<file path="src/rtl/pcq_clks_seq.sv">
// pcq_clks_seq: NUM_DOM-domain thold sequencer with GAP-spaced PM raise/lower, sticky fast-xstop hold
// and an STG-deep staging pipeline that goes transparent under ccflush_dc. PCQ_CLKS_SEQ_CNT_EN adds seq_cnt.
//
// state | meaning
// IDLE  | no PM hold, waiting for pm_raise_req
// RAISE | setting PM holds, one domain slot every GAP cycles, lowest domain first
// HELD  | all slots raised, pm_ack asserted
// LOWER | clearing PM holds, one slot every GAP cycles, highest domain first
module pcq_clks_seq #(
    parameter int NUM_DOM = 4,
    parameter int GAP     = 3,
    parameter int STG     = 2
) (
    input  logic               nclk,
    input  logic               rst_n,
    input  logic               thold_in,
    input  logic               sg_in,
    input  logic               fce_in,
    input  logic               ccflush_dc,
    input  logic               pm_raise_req,
    input  logic [NUM_DOM-1:0] dom_mask,
    input  logic               fast_xstop,
    output logic [NUM_DOM-1:0] thold_out,
    output logic               sg_out,
    output logic               fce_out,
    output logic               pm_ack,
    output logic               seq_busy
`ifdef PCQ_CLKS_SEQ_CNT_EN
   ,output logic [15:0]        seq_cnt
`endif
);

    localparam int IDX_W = (NUM_DOM > 1) ? $clog2(NUM_DOM) : 1;
    localparam int GAP_W = $clog2(GAP + 1);

    typedef enum logic [1:0] {S_IDLE, S_RAISE, S_HELD, S_LOWER} state_t;

    state_t             state_q, state_d;
    logic [IDX_W-1:0]   idx_q, idx_d;
    logic [GAP_W-1:0]   gap_cnt_q, gap_cnt_d;
    logic [NUM_DOM-1:0] pm_hold_q, pm_hold_d;
    logic               xstop_hold_q, xstop_hold_d;
    logic               pm_ack_q, pm_ack_d;
    logic               slot_end;
    logic               last_slot;
    logic [NUM_DOM-1:0] raw;

    assign slot_end  = (gap_cnt_q == GAP_W'(GAP - 1));
    assign last_slot = (idx_q == IDX_W'(NUM_DOM - 1));

    always_ff @(posedge nclk or negedge rst_n) begin
        if (!rst_n) begin
            state_q      <= S_IDLE;
            idx_q        <= '0;
            gap_cnt_q    <= '0;
            pm_hold_q    <= '0;
            xstop_hold_q <= 1'b0;
            pm_ack_q     <= 1'b0;
        end else begin
            state_q      <= state_d;
            idx_q        <= idx_d;
            gap_cnt_q    <= gap_cnt_d;
            pm_hold_q    <= pm_hold_d;
            xstop_hold_q <= xstop_hold_d;
            pm_ack_q     <= pm_ack_d;
        end
    end

    // idx counts slots in both directions; LOWER maps slot k onto domain NUM_DOM-1-k.
    always_comb begin
        state_d   = state_q;
        idx_d     = idx_q;
        gap_cnt_d = gap_cnt_q;
        pm_hold_d = pm_hold_q;
        unique case (state_q)
            S_IDLE: begin
                pm_hold_d = '0;
                idx_d     = '0;
                gap_cnt_d = '0;
                if (pm_raise_req) begin
                    state_d      = S_RAISE;
                    pm_hold_d[0] = dom_mask[0];
                end
            end
            S_RAISE: begin
                if (slot_end) begin
                    gap_cnt_d = '0;
                    if (last_slot) begin
                        state_d = S_HELD;
                    end else begin
                        idx_d = idx_q + IDX_W'(1);
                        for (int i = 0; i < NUM_DOM; i++) begin
                            if (i == int'(idx_q) + 1 && dom_mask[i]) pm_hold_d[i] = 1'b1;
                        end
                    end
                end else begin
                    gap_cnt_d = gap_cnt_q + GAP_W'(1);
                end
            end
            S_HELD: begin
                if (!pm_raise_req) begin
                    state_d              = S_LOWER;
                    idx_d                = '0;
                    gap_cnt_d            = '0;
                    pm_hold_d[NUM_DOM-1] = 1'b0;
                end
            end
            S_LOWER: begin
                if (slot_end) begin
                    gap_cnt_d = '0;
                    if (last_slot) begin
                        state_d = S_IDLE;
                        idx_d   = '0;
                    end else begin
                        idx_d = idx_q + IDX_W'(1);
                        for (int i = 0; i < NUM_DOM; i++) begin
                            if (i == NUM_DOM - 2 - int'(idx_q)) pm_hold_d[i] = 1'b0;
                        end
                    end
                end else begin
                    gap_cnt_d = gap_cnt_q + GAP_W'(1);
                end
            end
            default: state_d = S_IDLE;
        endcase
    end

    assign xstop_hold_d = xstop_hold_q | fast_xstop;
    assign pm_ack_d     = (state_d == S_HELD);

    always_comb begin
        seq_busy = (state_q == S_RAISE) || (state_q == S_LOWER);
        pm_ack   = pm_ack_q;
    end

    assign raw = pm_hold_q | {NUM_DOM{thold_in | xstop_hold_q}};

    generate
        if (STG == 0) begin : g_no_stg
            assign thold_out = raw;
            assign sg_out    = sg_in;
            assign fce_out   = fce_in;
        end else begin : g_stg
            logic [NUM_DOM-1:0] thold_stg_q [STG];
            logic [NUM_DOM-1:0] thold_stg_d [STG];
            logic [STG-1:0]     sg_stg_q, sg_stg_d;
            logic [STG-1:0]     fce_stg_q, fce_stg_d;

            always_comb begin
                thold_stg_d[0] = raw;
                sg_stg_d       = '0;
                fce_stg_d      = '0;
                sg_stg_d[0]    = sg_in;
                fce_stg_d[0]   = fce_in;
                for (int s = 1; s < STG; s++) begin
                    thold_stg_d[s] = thold_stg_q[s-1];
                    sg_stg_d[s]    = sg_stg_q[s-1];
                    fce_stg_d[s]   = fce_stg_q[s-1];
                end
            end

            always_ff @(posedge nclk or negedge rst_n) begin
                if (!rst_n) begin
                    for (int s = 0; s < STG; s++) thold_stg_q[s] <= '1;
                    sg_stg_q  <= '0;
                    fce_stg_q <= '0;
                end else begin
                    for (int s = 0; s < STG; s++) thold_stg_q[s] <= thold_stg_d[s];
                    sg_stg_q  <= sg_stg_d;
                    fce_stg_q <= fce_stg_d;
                end
            end

            // Flush bypasses the pipeline at the output only; the stages keep shifting underneath.
            assign thold_out = ccflush_dc ? raw    : thold_stg_q[STG-1];
            assign sg_out    = ccflush_dc ? sg_in  : sg_stg_q[STG-1];
            assign fce_out   = ccflush_dc ? fce_in : fce_stg_q[STG-1];
        end
    endgenerate

`ifdef PCQ_CLKS_SEQ_CNT_EN
    logic [15:0] seq_cnt_q, seq_cnt_d;

    always_comb begin
        seq_cnt_d = seq_cnt_q;
        if (state_q == S_RAISE && state_d == S_HELD && seq_cnt_q != 16'hFFFF) begin
            seq_cnt_d = seq_cnt_q + 16'd1;
        end
    end

    always_ff @(posedge nclk or negedge rst_n) begin
        if (!rst_n) seq_cnt_q <= '0;
        else        seq_cnt_q <= seq_cnt_d;
    end

    assign seq_cnt = seq_cnt_q;
`endif

endmodule

</file>
<file path="config.mk">
export PLATFORM = sky130hd
export DESIGN_NAME = pcq_clks_seq
export DESIGN_NICKNAME = d
export VERILOG_FILES = /design/src/rtl/pcq_clks_seq.sv
export SDC_FILE = /design/constraint.sdc
export NUM_CORES = 1
export LEC_CHECK = 0
export CAP_MARGIN = 20
export CORE_MARGIN = 8
export CORE_UTILIZATION = 50
export CTS_CLUSTER_SIZE = 30
export DETAILED_ROUTE_END_ITERATION = 10
export PLACE_DENSITY_LB_ADDON = 0.12
export SETUP_SLACK_MARGIN = 0.4
export SLEW_MARGIN = 20
export SYNTH_ARGS = -nofsm -noshare
export SYNTH_HDL_FRONTEND = slang
export SYNTH_SLANG_ARGS = --single-unit
</file>
<file path="constraint.sdc">
create_clock -name nclk -period 2.8 [get_ports nclk]
set_clock_uncertainty 0.2 [all_clocks]
set_input_delay 0.84 -clock nclk [delete_from_list [all_inputs] [get_ports nclk]]
set_output_delay 0.84 -clock nclk [all_outputs]
set_load 0.01 [all_outputs]
</file>
==> results of run 1 <==
-- worst max-delay path: stages --
cell    delay, ns
buf_8        0.10
or3_4        0.32
mux2_4       0.27
buf_6        0.12
-- synthesized netlist by cell type (all sizes together) --
cell type,n
a211oi,1
a21boi,1
a21oi,3
a221oi,1
a31oi,3
and2,1
and3,1
and4bb,1
buf,3
clkbuf,1
dfrtp,16
dfstp,8
ha,7
inv,6
mux2,6
mux2i,1
nand2,9
nand2b,2
nand3,3
nor2,3
nor2b,1
o21ai,6
o22ai,2
or2,1
or3,4
xnor2,2
-- flip-flops by register name (all words and copies together) (netlist names) --
register           count
idx_q                  2
g_stg.thold_stg_q      4
xstop_hold_q           1
gap_cnt_q              2
pm_hold_q              4
g_stg.thold_stg_d      4
state_q                2
pm_ack                 1
g_stg.sg_stg_q         2
g_stg.fce_stg_q        2
-- cell type report --
cell class / instances / area share, %
repair buffers: 29 / 19.2
multi-input cells: 59 / 32.2
clock buffers: 3 / 1.52
well taps: 28 / 2.36
flip-flops and latches: 24 / 41.3
inverters: 6 / 1.52
clock inverters: 1 / 2.03
-- where the power goes --
group	leakage, nW	internal [mW]	switching, mW	total, mW
Sequential	0.276	0.418	0.0830	0.501
Clock	0.0279	0.145	0.104	0.248
Combinational	0.360	0.168	0.167	0.335
Total	0.664	0.731	0.353	1.08
-- per-stage QoR --
stage | TNS [ns] | area (um^2) | util (%) | hold slack (ns)
final | 0 | 1480 | 69.0 | 0.164
after global routing | 0 | 1480 | 69.0 | 0.170
after CTS | 0 | 1460 | 68.0 | 0.167
after detailed placement | -3.47 | 1370 | 63.5 | 0.149
after global placement | -3.36 | 1370 | 63.5 | 0.137
after floorplan | 0 | 1110 | - | 0.131
-- layer usage --
metal	part of all wire, %	track usage [%]
met4	0.39	2.56
met2	51	18.7
met1	43	12.6
met5	0	0
met3	5.6	5.38
-- cell families after synthesis --
group	synth area share [%]
simple gates	13.6
flops	55.4
compound gates	9.65
buf+inv	3.74
mux	8.06
fa+ha+maj	7.95
xor+xnor	1.59
-- what timing repair did --
item	CTS	global route
pin swaps	2	2
setup buffers	2	1
gates resized for setup	47	3
hold buffers	0	0
endpoints found under the setup margin	7	6
-- worst min path at each step --
stage                    startpoint                   end  slack, ns  depth (start not counted)
5_1_grt        g_stg.thold_stg_d[0]  g_stg.thold_stg_q[0]       0.17                          0
2_1_floorplan    g_stg.fce_stg_q[0]    g_stg.fce_stg_q[1]       0.13                          0
3_5_place_dp   g_stg.thold_stg_d[1]  g_stg.thold_stg_q[1]       0.15                          0
3_3_place_gp     g_stg.fce_stg_q[0]    g_stg.fce_stg_q[1]       0.14                          0
6_report       g_stg.thold_stg_d[0]  g_stg.thold_stg_q[0]       0.16                          0
4_1_cts        g_stg.thold_stg_d[0]  g_stg.thold_stg_q[0]       0.17                          0
==> results.txt, run 1 <==
Syn Area/Cell - 11.9 um^2
Req. time, crit path - 1.76 ns
global placer's final weighted congestion - 0.745
Vias - 739
Static Leak - 0.664 nW
initial detailed-routing violation count - 15
critical-path maximum fanout - 4
outcome - completed
total track usage - 11.2%
Syn-to-layout area delta - 34.5%
post-synthesis cell type count - 28
final worst path period need - 2.69 ns
Final Hold Fails - 0
initial antenna violation count - 0
Mapped Nets - 112
Wirelength per Cell - 13.6 um
R2R depth - 5
total gr overflow - 0
number of buffers created by CTS - 3
cell count after placement - 143
largest net degree at the start of global routing - 25
final WL - 2.03 mm
top cells by area, synth - dfrtp_1 (36%), dfstp_2 (19%), ha_1 (7.9%), mux2_4 (4.1%), nand2_1 (3.1%)
Clock Path Buffers - 2
CP Capture Point - thold_out[1]
final setup fails - 0
RSZ-0062 raised after global routing - yes
H-tree Lvls - 1
crit path from - thold_in
clk_lat worst skew - 0.32 ns
CP arrival - 1.65 ns
warnings from Yosys - 0
CTS tree - yes
R2R Path End - pm_hold_q[0]
Max Fclk - 0.371 GHz
worst hold path class - reg2reg
post-synth top area share - 36.3%
Die ar. - 0.00396 mm^2
Layout Nets - 142
Worst setup SP type - input port
Seq/Total Area, Yosys - 55.4%
setup slack after layout - 0.108 ns
core area - 0.00215 mm^2
Remaining DRCs - 0
register area - 612 um^2
# port buffers - 19
CP Capture Type - output pin
initial core utilization - 51.3%
Routed Antenna Nets - 0
die width - 63.0 um
area leader, netlist - dfrtp_1
critical path type - in2out
synthesized netlist cell count - 93
Yosys reg bits - 24
vias per inst - 4.93
fin crit share - 96.1%
max-slew violations - 0
Slew headroom - 74.3%
share of cells above drive strength 1 - 37.7%
pre-CTS WS - -0.637 ns
CTS sink cnt - 24
drt pass-1 iters - 4
first-pass GRT wire length - 3.64 mm
PwrDens - 732 mW/mm^2
Post-Syn Area - 0.00110 mm^2
most frequent cells in the layout - dfrtp_1 (15), nand2_1 (9), clkdlybuf4s50_1 (9)
total power - 1.08 mW
CTS clk-pin slew, worst paths - 0.13 ns
diode count - 0
combined area of the multi-input logic cells - 477 um^2
Die Y - 63.0 um
commonest non-fill, non-tap cell in the layout - dfrtp_1
vias in the first global route - 809
Max-Cap Viols - 0
Max rail drop VDD - 0.000489 V
non-filler instance count after layout - 150
row count - 17
layout filler cell count - 160
FF-to-FF setup slack - 1.23 ns
I/O pins - 20
Root Driver - clkbuf_4
DP Wirelength - 1.49 mm
startpoint of the worst register-to-register path - idx_q[0]
slew of the pin with the lowest slew margin - 0.385 ns
Power figures use the tool's default switching activity.
==> inputs of run 2 (changes only) <==
--- a/config.mk
+++ b/config.mk
@@ -6,6 +6,7 @@
 export NUM_CORES = 1
 export LEC_CHECK = 0
 export CAP_MARGIN = 20
+export CORE_ASPECT_RATIO = 0.6
 export CORE_MARGIN = 8
 export CORE_UTILIZATION = 50
 export CTS_CLUSTER_SIZE = 30
==> results.txt, run 2 (same netlist as run 1, synthesis figures left out) <==
Remaining DRCs - 0 (unchanged)
Worst setup SP type - input port (unchanged)
Met3 Routed Length - 130 um (was 114 um)
# port buffers - 19 (unchanged)
Core Util, Final - 69.1% (was 69.0%)
CTS tree - yes (unchanged)
outcome - completed (unchanged)
DP Wirelength - 1.59 mm (was 1.49 mm)
Routed Antenna Nets - 0 (unchanged)
combined area of the multi-input logic cells - 477 um^2 (unchanged)
share of cells above drive strength 1 - 36.7% (was 37.7%)
Root Driver - clkbuf_8 (was clkbuf_4)
Layout Nets - 140 (was 142)
core area - 0.00213 mm^2 (was 0.00215 mm^2)
Die ar. - 0.00401 mm^2 (was 0.00396 mm^2)
Slew headroom - 71.1% (was 74.3%)
CTS sink cnt - 24 (unchanged)
initial antenna violation count - 0 (unchanged)
fin crit share - 96.4% (was 96.1%)
met1 wire length - 1.00 mm (was 870 um)
I/O pins - 20 (unchanged)
total gr overflow - 0 (unchanged)
final setup fails - 0 (unchanged)
Post-CTS Hold Buffers - 0 (unchanged)
CTS clk-pin slew, worst paths - 0.08 ns (was 0.13 ns)
CP Capture Type - output pin (unchanged)
total power - 1.08 mW (about the same)
Static Leak - 0.655 nW (was 0.664 nW)
Max rail drop VDD - 0.000444 V (was 0.000489 V)
worst hold path class - reg2reg (unchanged)
critical-path maximum fanout - 4 (unchanged)
final hold slack - 0.159 ns (was 0.164 ns)
Max Fclk - 0.371 GHz (about the same)
initial detailed-routing violation count - 30 (was 15)
RSZ-0062 raised after global routing - yes (unchanged)
Clock Path Buffers - 2 (unchanged)
DR WL met2 - 963 um (was 1.04 mm)
drt pass-1 iters - 4 (unchanged)
Max-Cap Viols - 0 (unchanged)
register area - 612 um^2 (unchanged)
first-pass GRT wire length - 3.46 mm (was 3.64 mm)
layout filler cell count - 141 (was 160)
Req. time, crit path - 1.76 ns (about the same)
vias per inst - 5.02 (was 4.93)
clk_lat worst skew - 0.26 ns (was 0.32 ns)
number of buffers created by CTS - 3 (unchanged)
critical path type - in2out (unchanged)
total track usage - 11.0% (was 11.2%)
H-tree Lvls - 1 (unchanged)
largest net degree at the start of global routing - 25 (unchanged)
Die Y - 52.4 um (was 63.0 um)
global placer's final weighted congestion - 0.741 (was 0.745)
most frequent cells in the layout - dfrtp_1 (15), nand2_1 (9), clkdlybuf4s50_1 (9) (unchanged)
die width - 76.6 um (was 63.0 um)
CP arrival - 1.66 ns (was 1.65 ns)
Wirelength per Cell - 14.0 um (was 13.6 um)
Final Hold Fails - 0 (unchanged)
final worst path period need - 2.70 ns (was 2.69 ns)
Vias - 753 (was 739)
initial core utilization - 51.7% (was 51.3%)
PwrDens - 734 mW/mm^2 (was 732 mW/mm^2)
slew of the pin with the lowest slew margin - 0.434 ns (was 0.385 ns)
row count - 13 (was 17)
final WL - 2.11 mm (was 2.03 mm)
Syn-to-layout area delta - 33.6% (was 34.5%)
DR top layer - met4 (unchanged)
max-slew violations - 0 (unchanged)
vias in the first global route - 734 (was 809)
diode count - 0 (unchanged)
commonest non-fill, non-tap cell in the layout - dfrtp_1 (unchanged)
==> run 2: changes by cell type in the layout (fill, tap and decap cells not counted) <==
| cell | previous run | this run |
|---|---|---|
| bufinv_16 | 1 | 0 |
| buf_4 | 8 | 6 |
| clkbuf_4 | 3 | 0 |
| clkbuf_8 | 0 | 4 |
==> run 2: report_power, final <==
part	total (mW)	leakage, nW	internal, mW	switching, mW
Combinational	0.347	0.350	0.170	0.176
Clock	0.228	0.0288	0.125	0.103
Sequential	0.506	0.276	0.419	0.0874
==> run 2: cell type report <==
| cell class | count | share of cell area (%) |
|---|---|---|
| flip-flops and latches | 24 | 41.5 |
| repair buffers | 27 | 18.3 |
| clock buffers | 4 | 3.74 |
| inverters | 6 | 1.53 |
| well taps | 30 | 2.55 |
| multi-input cells | 59 | 32.4 |
==> run 2: final timing paths <==
check	slack (ns)	startpoint	cells past startpoint	endpoint
max	0.10	thold_in	4	thold_out[2]
min	0.16	g_stg.thold_stg_d[1]	0	g_stg.thold_stg_q[1]
max reg2reg	1.18	idx_q[0]	5	pm_hold_q[0]
min reg2reg	0.16	g_stg.thold_stg_d[1]	0	g_stg.thold_stg_q[1]
max in group asynchronous	1.38	rst_n	2	g_stg.thold_stg_d[3]
min in group asynchronous	0.74	rst_n	2	g_stg.fce_stg_q[0]
==> run 2: critical path, cell delays in order <==
cell and delay (ns):
buf_8 0.10, or3_4 0.33, mux2_4 0.27, buf_6 0.12
==> run 2: timing repair <==
item,4_1_cts,5_1_grt
cloned,0,0
buffers inserted,2,1
resized for setup,47,2
setup endpoints to repair,7,6
pin swaps,2,2
==> run 2: routing by layer <==
metal  vias up  track usage (%)
met5         -                0
met4         0             2.85
met3         2             4.97
met2        15             18.4
met1       364             12.7
li1        372                -
==> run 2: metrics by stage <==
stage	setup TNS [ns]	cell area [um^2]	instances	setup slack, ns
after floorplan	0	1110	93	0.329
after global placement	-3.34	1350	143	-0.603
after detailed placement	-3.43	1350	143	-0.637
after CTS	0	1460	149	0.0756
after global routing	0	1470	150	0.0918
final	0	1470	150	0.102
==> inputs of run 3 (changes only) <==
==> constraint.sdc (replaced) <==
create_clock -name nclk -period 2.7 [get_ports nclk]
set_clock_uncertainty 0.2 [all_clocks]
set_input_delay 0.81 -clock nclk [delete_from_list [all_inputs] [get_ports nclk]]
set_output_delay 0.81 -clock nclk [all_outputs]
set_load 0.01 [all_outputs]
==> results.txt, run 3 (same netlist as run 1, synthesis figures left out) <==
DP Wirelength - 1.60 mm (was 1.59 mm)
max-slew violations - 0 (unchanged)
share of cells above drive strength 1 - 35.8% (was 36.7%)
core area - 0.00213 mm^2 (unchanged)
final hold slack - 0.156 ns (was 0.159 ns)
Syn-to-layout area delta - 35.4% (was 33.6%)
Die Y - 52.4 um (unchanged)
slew of the pin with the lowest slew margin - 0.446 ns (was 0.434 ns)
clk_lat worst skew - 0.26 ns (about the same)
worst hold path class - reg2reg (unchanged)
drt pass-1 iters - 4 (unchanged)
Post-CTS Hold Buffers - 0 (unchanged)
final setup fails - 0 (unchanged)
final WL - 2.15 mm (was 2.11 mm)
commonest non-fill, non-tap cell in the layout - dfrtp_1 (unchanged)
Remaining DRCs - 0 (unchanged)
pre-CTS WS - -0.670 ns (was -0.637 ns)
fin crit share - 97.7%
H-tree Lvls - 1 (unchanged)
total gr overflow - 0 (unchanged)
PwrDens - 797 mW/mm^2 (was 734 mW/mm^2)
initial core utilization - 51.7% (unchanged)
Max rail drop VDD - 0.000418 V (was 0.000444 V)
vias per inst - 5.04 (was 5.02)
Final Hold Fails - 0 (unchanged)
Routed Antenna Nets - 0 (unchanged)
initial detailed-routing violation count - 27 (was 30)
WHS Path Cells - 0 (unchanged)
Die ar. - 0.00401 mm^2 (unchanged)
Req. time, crit path - 1.69 ns (was 1.76 ns)
CTS sink cnt - 24 (unchanged)
critical path type - in2out (unchanged)
initial antenna violation count - 0 (unchanged)
met3 Use GR - 4.28% (was 4.97%)
Vias - 756 (was 753)
CP Capture Type - output pin (unchanged)
row count - 13 (unchanged)
Max Fclk - 0.379 GHz
vias in the first global route - 773 (was 734)
# port buffers - 19 (unchanged)
total track usage - 11.7% (was 11.0%)
cell area after layout - 0.00149 mm^2 (was 0.00147 mm^2)
diode count - 0 (unchanged)
Max-Cap Viols - 0 (unchanged)
CTS clk-pin slew, worst paths - 0.08 ns (about the same)
largest net degree at the start of global routing - 25 (unchanged)
number of buffers created by CTS - 3 (unchanged)
Global Route met2 Usage - 20.2% (was 18.4%)
I/O pins - 20 (unchanged)
Layout Nets - 140 (unchanged)
Worst setup SP type - input port (unchanged)
total power - 1.19 mW (was 1.08 mW)
setup slack after layout - 0.0625 ns (was 0.102 ns)
met1 Usage GRT - 13.5% (was 12.7%)
most frequent cells in the layout - dfrtp_1 (16), nand2_1 (9), clkdlybuf4s50_1 (9) (was dfrtp_1 (15), nand2_1 (9), clkdlybuf4s50_1 (9))
CTS tree - yes (unchanged)
Core Util, Final - 70.1% (was 69.1%)
global placer's final weighted congestion - 0.817 (was 0.741)
CP arrival - 1.63 ns (was 1.66 ns)
die width - 76.6 um (unchanged)
Clock Path Buffers - 2 (unchanged)
Area after DPL - 0.00138 mm^2 (was 0.00135 mm^2)
Slew headroom - 70.2% (was 71.1%)
critical-path maximum fanout - 4 (unchanged)
non-filler instance count after layout - 150 (unchanged)
cell count after placement - 144 (was 143)
layer with the highest usage - met2 (unchanged)
total negative setup slack - 0 ns (unchanged)
R2R depth - 5 (unchanged)
first-pass GRT wire length - 3.66 mm (was 3.46 mm)
Wirelength per Cell - 14.4 um (was 14.0 um)
final worst path period need - 2.64 ns
RSZ-0062 raised after global routing - yes (unchanged)
Root Driver - clkbuf_8 (unchanged)
outcome - completed (unchanged)
Static Leak - 0.665 nW (was 0.655 nW)
[run 3: critical path, cell delays in order]
cell	delay [ns]
buf_8	0.10
or3_4	0.33
mux2_4	0.27
buf_6	0.12
[run 3: cell type report]
| cell class | count | area (um^2) |
|---|---|---|
| inverter | 6 | 22.5 |
| tap | 30 | 37.5 |
| clock buffer | 3 | 41.3 |
| timing repair buffer | 27 | 274 |
| multi-input combinational | 59 | 477 |
| sequential | 24 | 611 |
| fill | 153 | 638 |
| clock inverter | 1 | 30.0 |
[run 3: where the power goes]
part | internal, mW | leakage [nW] | total [mW] | switching [mW]
clock | 0.198 | 0.0357 | 0.304 | 0.106
combinational | 0.176 | 0.354 | 0.359 | 0.183
sequential | 0.433 | 0.276 | 0.526 | 0.0923
[run 3: layer usage]
layer  up-vias  wire [um]
met1       374       1060
met2        13       1000
met3         2         78
met5         -          0
li1        367          -
met4         0         18
[run 3: path summary, 6_finish.rpt]
check,start,endpoint,slack (ns)
min,g_stg.fce_stg_q[0],g_stg.fce_stg_q[1],0.16
min reg2reg,g_stg.fce_stg_q[0],g_stg.fce_stg_q[1],0.16
max in group asynchronous,rst_n,g_stg.thold_stg_q[3],1.31
max,thold_in,thold_out[3],0.06
max reg2reg,idx_q[0],pm_hold_q[0],1.04
min in group asynchronous,rst_n,xstop_hold_q,0.71
[run 3: what timing repair did]
action	in CTS	in global routing
endpoints found under the setup margin	6	6
pin swaps	2	2
cloned	0	0
resized for setup	40	6
setup buffers	1	1
